**config.mk**
```make
export PLATFORM = sky130hd
export DESIGN_NAME = envelope_scheduler
export DESIGN_NICKNAME = d
export VERILOG_FILES = /design/src/rtl/envelope_scheduler.sv
export SDC_FILE = /design/constraint.sdc
export NUM_CORES = 1
export LEC_CHECK = 0
export CAP_MARGIN = 5
export CORE_ASPECT_RATIO = 0.9
export CORE_MARGIN = 2
export CORE_UTILIZATION = 50
export DETAILED_ROUTE_END_ITERATION = 10
export PLACE_DENSITY = 0.79
export SYNTH_ARGS = -nofsm -noshare
export SYNTH_HDL_FRONTEND = slang
export SYNTH_SLANG_ARGS = --single-unit
```
**constraint.sdc**
```tcl
create_clock -name clk -period 3.8 [get_ports clk]
set_input_delay 0.95 -clock clk [delete_from_list [all_inputs] [get_ports clk]]
set_output_delay 0.95 -clock clk [all_outputs]
set_load 0.005 [all_outputs]
```
**src/rtl/envelope_scheduler.sv**
```systemverilog
// Envelope scheduler: owns the tone-generator register write port and merges host
// writes with per-channel envelope level updates under round-robin arbitration.
module envelope_scheduler #(
    parameter int         TICK_DIV = 1024,
    parameter logic [3:0] PEAK     = 4'd15
) (
    input  logic       clk,
    input  logic       rst_n,
    input  logic       host_req,
    input  logic [2:0] host_addr,
    input  logic [4:0] host_data,
    output logic       host_ack,
    input  logic       trig_a,
    input  logic       trig_b,
    output logic       write_strobe,
    output logic [2:0] address,
    output logic [4:0] data,
    output logic [3:0] env_level_a,
    output logic [3:0] env_level_b
);
    typedef enum logic [1:0] {SrcH = 2'd0, SrcA = 2'd1, SrcB = 2'd2} srcT;

    typedef struct packed {
        logic [3:0] lvl;
        logic       pnd;
    } chanT;

    localparam logic [15:0] TICK_LAST = 16'(TICK_DIV - 1);
    localparam logic [2:0]  ADDR_A    = 3'd2;
    localparam logic [2:0]  ADDR_B    = 3'd3;
    localparam logic [2:0]  ADDR_EN   = 3'd6;

    logic [15:0] prescaleCnt;
    logic        tick;
    logic [1:0]  envEn;
    chanT        chA, chB;
    srcT         lastGrant;
    logic        hostEligible;
    logic [2:0]  reqVec, grantVec;

    function automatic logic [3:0] decLevel(input logic [3:0] lvl);
        return (lvl == 4'd0) ? 4'd0 : lvl - 4'd1;
    endfunction

    // One-hot grant {B, A, H}; search begins at the source after the last grant.
    function automatic logic [2:0] rrPick(input srcT last, input logic [2:0] req);
        logic [2:0] g;
        case (last)
            SrcH:    g = req[1] ? 3'b010 : req[2] ? 3'b100 : req[0] ? 3'b001 : 3'b000;
            SrcA:    g = req[2] ? 3'b100 : req[0] ? 3'b001 : req[1] ? 3'b010 : 3'b000;
            default: g = req[0] ? 3'b001 : req[1] ? 3'b010 : req[2] ? 3'b100 : 3'b000;
        endcase
        return g;
    endfunction

    // Per-channel priority: trigger, then host level load, then tick decay.
    // A same-cycle set of pending always beats the clear from its own grant.
    function automatic chanT chanNext(
        input chanT       cur,
        input logic       trig,
        input logic       en,
        input logic       hostLoad,
        input logic [3:0] hostLvl,
        input logic       tk,
        input logic       granted
    );
        chanT n;
        n = cur;
        if (trig && en) begin
            n.lvl = PEAK;
            n.pnd = 1'b1;
        end else if (hostLoad) begin
            n.lvl = hostLvl;
            n.pnd = 1'b0;
        end else if (tk && en && cur.lvl != 4'd0) begin
            n.lvl = decLevel(cur.lvl);
            n.pnd = 1'b1;
        end else if (granted) begin
            n.pnd = 1'b0;
        end
        return n;
    endfunction

    assign tick         = (prescaleCnt == TICK_LAST);
    // The ack cycle masks a still-held request so one host write is granted once.
    assign hostEligible = host_req && !host_ack;
    assign reqVec       = {chB.pnd, chA.pnd, hostEligible};
    assign grantVec     = rrPick(lastGrant, reqVec);
    assign env_level_a  = chA.lvl;
    assign env_level_b  = chB.lvl;

    // Grant stage: decision above, registered write port and channel state below.
    always_ff @(posedge clk) begin
        if (!rst_n) begin
            prescaleCnt  <= '0;
            envEn        <= '0;
            lastGrant    <= SrcB;
            host_ack     <= 1'b0;
            write_strobe <= 1'b0;
            address      <= '0;
            data         <= '0;
            chA          <= '0;
            chB          <= '0;
        end else begin
            prescaleCnt  <= tick ? '0 : prescaleCnt + 16'd1;
            host_ack     <= grantVec[0];
            write_strobe <= 1'b0;
            chA <= chanNext(chA, trig_a, envEn[0], grantVec[0] && host_addr == ADDR_A,
                            host_data[3:0], tick, grantVec[1]);
            chB <= chanNext(chB, trig_b, envEn[1], grantVec[0] && host_addr == ADDR_B,
                            host_data[3:0], tick, grantVec[2]);
            if (grantVec[0]) begin
                lastGrant <= SrcH;
                if (host_addr <= 3'd5) begin
                    write_strobe <= 1'b1;
                    address      <= host_addr;
                    data         <= host_data;
                end else if (host_addr == ADDR_EN) begin
                    envEn <= host_data[1:0];
                end
            end else if (grantVec[1]) begin
                lastGrant    <= SrcA;
                write_strobe <= 1'b1;
                address      <= ADDR_A;
                data         <= {1'b0, chA.lvl};
            end else if (grantVec[2]) begin
                lastGrant    <= SrcB;
                write_strobe <= 1'b1;
                address      <= ADDR_B;
                data         <= {1'b0, chB.lvl};
            end
        end
    end
endmodule

```
After elaboration in Yosys (flattened, before gate mapping)
Cells that the tools add are included.
{"block": "totals", "register_bits": 40, "in_bits": 13, "output_inout_bits": 18, "wordCells": 86}
{"block": "op_classes", "addsub": 3, "order_cmp": 1, "n_eq_ne": 6, "muxes": 37, "bitwise_logic": 2, "reduce_logical": 25}
{"cell": "two-way mux 5 bit", "count": 8}
{"cell": "two-way mux 3 bit", "count": 10}
{"cell": "adder 16 x 1 -> 16 bit, second input constant", "count": 1}
{"cell": "equality test 16 x 10 -> 1 bit, second input constant", "count": 1}
{"cell": "two-way mux 4 bit", "count": 4}
{"cell": "nonzero test 4 bit", "count": 4}
{"cell": "two-way mux 2 bit", "count": 5}
{"cell": "logical AND 1 bit", "count": 9}
{"cell": "two-way mux 1 bit", "count": 9}
{"cell": "nonzero test 3 bit", "count": 3}
{"cell": "logical NOT 4 bit", "count": 2}
{"cell": "subtractor 4 x 1 -> 4 bit, second input constant", "count": 2}
{"cell": "equality test 3 x 2 -> 1 bit, second input constant", "count": 2}
{"cell": "case mux 3 bit (2 select lines)", "count": 1}
{"cell": "OR reduction 2 bit", "count": 2}
{"cell": "equality test 3 bit, second input constant", "count": 1}
{"cell": "less-or-equal comparator 3 bit, second input constant", "count": 1}
{"cell": "AND reduction 3 bit", "count": 1}
{"cell": "equality test 2 x 1 -> 1 bit, second input constant", "count": 1}
{"cell": "logical NOT 2 bit", "count": 1}
{"cell": "!= test 2 x 1 -> 1 bit, second input constant", "count": 1}
{"cell": "inverter 1 bit", "count": 2}
{"cell": "AND reduction 2 bit", "count": 1}
{"cell": "nonzero test 2 bit", "count": 1}
{"cell": "logical NOT 1 bit", "count": 1}

Longest topological paths before layout
{"block": "logic_depth", "depth_word": 10, "depth_mapped": 6, "mapped_depth_nobuf": 6}

Worst setup path before layout
No wires, ideal clock.
{"block": "synth_timing", "path_kind": "in2reg", "from": "input host_req", "to": "register address[0]", "setup_ps": 118, "arrival_time_ps": 2313, "setup_slack_ps": 1369, "cell_stages": 5, "path_cell_list": "nand2b_1 nor3_1 a31oi_1 clkbuf_1 o2111a_1"}
{"block": "synth_between", "elab_chain_len": 7, "word_cells_on_any_way": 13}
{"element": "start: declaration", "line": "9", "rtl": "input logic host_req,"}
{"element": "logical AND 1 bit *", "line": "86", "rtl": "assign hostEligible = host_req && !host_ack;"}
{"element": "two-way mux 1 bit", "line": "49", "rtl": "SrcH: g = req[1] ? 3'b010 : req[2] ? 3'b100 : req[0] ? 3'b001 : 3'b000;"}
{"element": "two-way mux 3 bit (2 in a row)", "line": "49"}
{"element": "case mux 3 bit (2 select lines) *", "line": "48", "rtl": "case (last)"}
{"element": "!= test 2 x 1 -> 1 bit (no source line) / nonzero test 3 bit (equally long branches)"}
{"element": "AND reduction 2 bit (no source line)"}
{"element": "end signal: assignment", "line": "116", "rtl": "address <= host_addr;"}
{"element": "end: declaration", "line": "16", "rtl": "output logic [2:0] address,"}
Every way passes the cells marked *; elsewhere a longest branch is shown, timed or not.
A chain may end at the register's enable or synchronous reset.

Worst setup path after layout
{"block": "layout_timing", "from": "input host_addr[1]", "to": "register chA, in the netlist env_level_a[0]"}
{"block": "layout_between", "elab_chain_len": 4, "word_cells_on_any_way": 5}
{"element": "start: declaration", "line": "10", "rtl": "input logic [2:0] host_addr,"}
{"element": "equality test 3 x 2 -> 1 bit *", "line": "108", "rtl": "chA <= chanNext(chA, trig_a, envEn[0], grantVec[0] && host_addr == ADDR_A,"}
{"element": "logical AND 1 bit *", "line": "108"}
{"element": "two-way mux 5 bit", "line": "72", "rtl": "end else if (hostLoad) begin"}
{"element": "two-way mux 5 bit", "line": "69", "rtl": "if (trig && en) begin"}
{"element": "end signal: assignment", "line": "108"}
{"element": "end: declaration", "line": "36", "rtl": "chanT chA, chB;"}
Marked as above.

==> results_dict.tcl <==
set metrics [dict create \
    hold_viol 0 \
    synthArstFlopShare_pct 0 \
    wl_met1_um 2230 \
    rr_startpoint "prescaleCnt[0]$_SDFF_PP0_" \
    crit_path_start_kind "input pin" \
    wirelength_um 4650 \
    layout_common_cells "dfxtp_1, nor2_1, clkdlybuf4s50_1" \
    required_ns 4.02 \
    cp_slowest_stage_delay_ns 0.56 \
    hold_path_end "data[4]$_SDFFE_PN0P_" \
    min_period_over_period_pct 70.8 \
    setup_violations 0 \
    p_leak_nw 0.835 \
    layout_commonest_cell "dfxtp_1" \
    p_per_area_nw_per_um2 355 \
    die_w_um 70.3 \
    dp_hpwl_um 3350 \
    rsz0062_at_grt "false" \
    pre_cts_ws_ns 0.817 \
    netlist_area_um2 1980 \
    first_iter_violations 160 \
    fmax_mhz 372 \
    hold_ws_ns 0.473 \
    slowest_stage "or4_1" \
    grt.overflow.total 0 \
    cts.root.buffer_cell "clkbuf_8" \
    crit_path_cell_trace "clkdlybuf4s50_1 -> or3b_2 -> or4_1 -> nand3_1 -> mux2i_1 -> nor3_1" \
    postSynthCellCount 236 \
    tns_ns 0 \
    dr.max_layer_used "met4" \
    dp.cells 299 \
    rrSetupSlack_ns 1.25 \
    cts_buffer_depth 2 \
    worstSetupPathDepth 6 \
    grt.total_usage_pct 22.3 \
    initial_utilization_pct 52.7 \
    cts_setup_buffers 0 \
    endpoint_kind "flop" \
    crit_type "input pin to flop" \
    path_max_fanout 8 \
    clk_pin_slew_ns 0.08 \
    cts.repair.resized 0 \
    ys.warnings.count 0 \
    cts_max_level 2 \
    area_growth_syn_to_layout_pct 19.3 \
    status "complete, no violations" \
    grt_pass1_wl_um 7880 \
    hold-path-cell-count 2 \
    synth_nets 250 \
    drc 0 \
    rows 21 \
    grt_pass1_vias 1645 \
    grt_start_max_net_pins 15 \
    wl_met2_um 2030 \
    drive_gt1_share_pct 7.66 \
    core_um2 3760 \
    io_buffers 30 \
    cts_buffers 5 \
    wl_per_cell_um 15.1 \
    cp_top_family "simple AND/OR/NAND/NOR gates" \
    critPathBufInv 1 \
    r2r_cells 6 \
    cts_hold_buf 0 \
    fin_skew_ns 0.00746 \
    viasPerCell 5.86 \
    antenna_found_initial 0 \
    synth_seq_cells 40 \
    cts_tree "built" \
    hold_class "flop to flop" \
    fin_crit_ns 2.69 \
    worstHoldStart "data[4]$_SDFFE_PN0P_" \
    r2r_end "env_level_b[1]$_SDFFE_PN0P_" \
    clk_latency_ns 0.29 \
    yosys_most_used_dff "dfxtp_1" \
    dr.pass1.iters 4 \
    synth-edff-count 0 \
    ir_worst_vdd_mv 0.292 \
    syn_area_per_cell_um2 8.39 \
    die_h_um 63.7 \
    instances_no_fill 307 \
    ios 31 \
    crit_arrival_ns 2.91 \
    yosysSeqAreaShare_pct 40.4 \
    ant_nets 0 \
    diodes 0 \
    worst_slack_ns 1.11 \
    relSlewSlack_pct 59.7 \
    maxSlewViolCount 0 \
    maxCapViolations 0 \
    gp_congestion 0.897 \
    die_area_um2 4480 \
    final_area_um2 2360 \
    vias 1800 \
    finalNetCount 274 \
    cts_num_sinks 40 \
    dr_wl_met3_um 307 \
    worst_pin_slew_ns 0.602 \
    netlist-cell-type-count 47 \
    dpl_cell_area_um2 2270 \
]
-- cell usage after synthesis, types with 5 or more instances --
library cell,count,area share (%)
nand3_1,7,1.8
o211ai_1,5,1.9
buf_4,8,3.0
xnor2_1,10,4.4
nor2_1,30,5.7
a211oi_1,6,2.3
clkbuf_1,8,1.5
a21oi_1,9,2.3
o22ai_1,5,1.6
nor3_1,10,2.5
nand2_1,21,4.0
nor4_1,7,2.2
and3_1,8,2.5
o21ai_0,8,2.0
dfxtp_1,40,40
-- metal layers --
layer,global-route usage (%),vias up
li1,-,900
met5,0,-
met2,33.1,62
met1,31.2,832
met4,10.1,0
met3,4.32,6
-- stage by stage --
step           utilization [%]  total power (W)
2_1_floorplan                -         0.000508
3_3_place_gp              60.4         0.000555
3_5_place_dp              60.4         0.000557
4_1_cts                   62.9         0.000842
5_1_grt                   62.9         0.000881
6_report                  62.9         0.000840
-- flip-flops by register name (all words and copies together) (netlist names) --
signal / cells
envEn: 2
host_ack: 1
lastGrant: 2
prescaleCnt: 16
write_strobe: 1
env_level_a: 4
data: 5
env_level_b: 4
address: 3
chB: 1
chA: 1
-- cell families after synthesis --
group,share of synthesized area (%)
AOI/OAI and AO/OA,16.3
xor gates and xnor gates,6.19
adders and majority gates,0.632
buffers and inverters,5.31
DFF,40.4
muxes,1.52
and+or+nand+nor,29.6
-- worst max path at each step --
stage / slack [ns] / endpoint / startpoint
2_1_floorplan: 1.37 / address[0]$_SDFFE_PN0P_ / host_req
3_3_place_gp: 0.87 / env_level_a[3]$_SDFFE_PN0P_ / host_addr[1]
3_5_place_dp: 0.82 / env_level_a[0]$_SDFFE_PN0P_ / host_addr[1]
4_1_cts: 1.12 / env_level_a[0]$_SDFFE_PN0P_ / host_addr[1]
5_1_grt: 1.01 / env_level_a[0]$_SDFFE_PN0P_ / host_addr[1]
6_report: 1.11 / env_level_a[0]$_SDFFE_PN0P_ / host_addr[1]
-- cell type report --
cell class	instances	area (um2)
inverter	4	15.0
fill	341	1390
clock buffer	6	82.6
timing repair buffer	33	323
clock inverter	2	10.0
sequential	40	801
multi-input combinational	176	1070
tap	46	57.6
-- power by group --
part	internal, W	total [W]	switching (W)
sequential	0.000434	0.000449	0.0000156
combinational	0.0000526	0.000100	0.0000476
clock	0.000145	0.000290	0.000146
total	0.000631	0.000840	0.000209
-- tightest hold or removal path, delay by kind of cell, from the launching register on --
family | cells | cell delay [ns]
simple gates | 1 | 0.06
flops | 1 | 0.31
compound gates | 1 | 0.05
No activity file was read; power rests on OpenSTA's default activity.
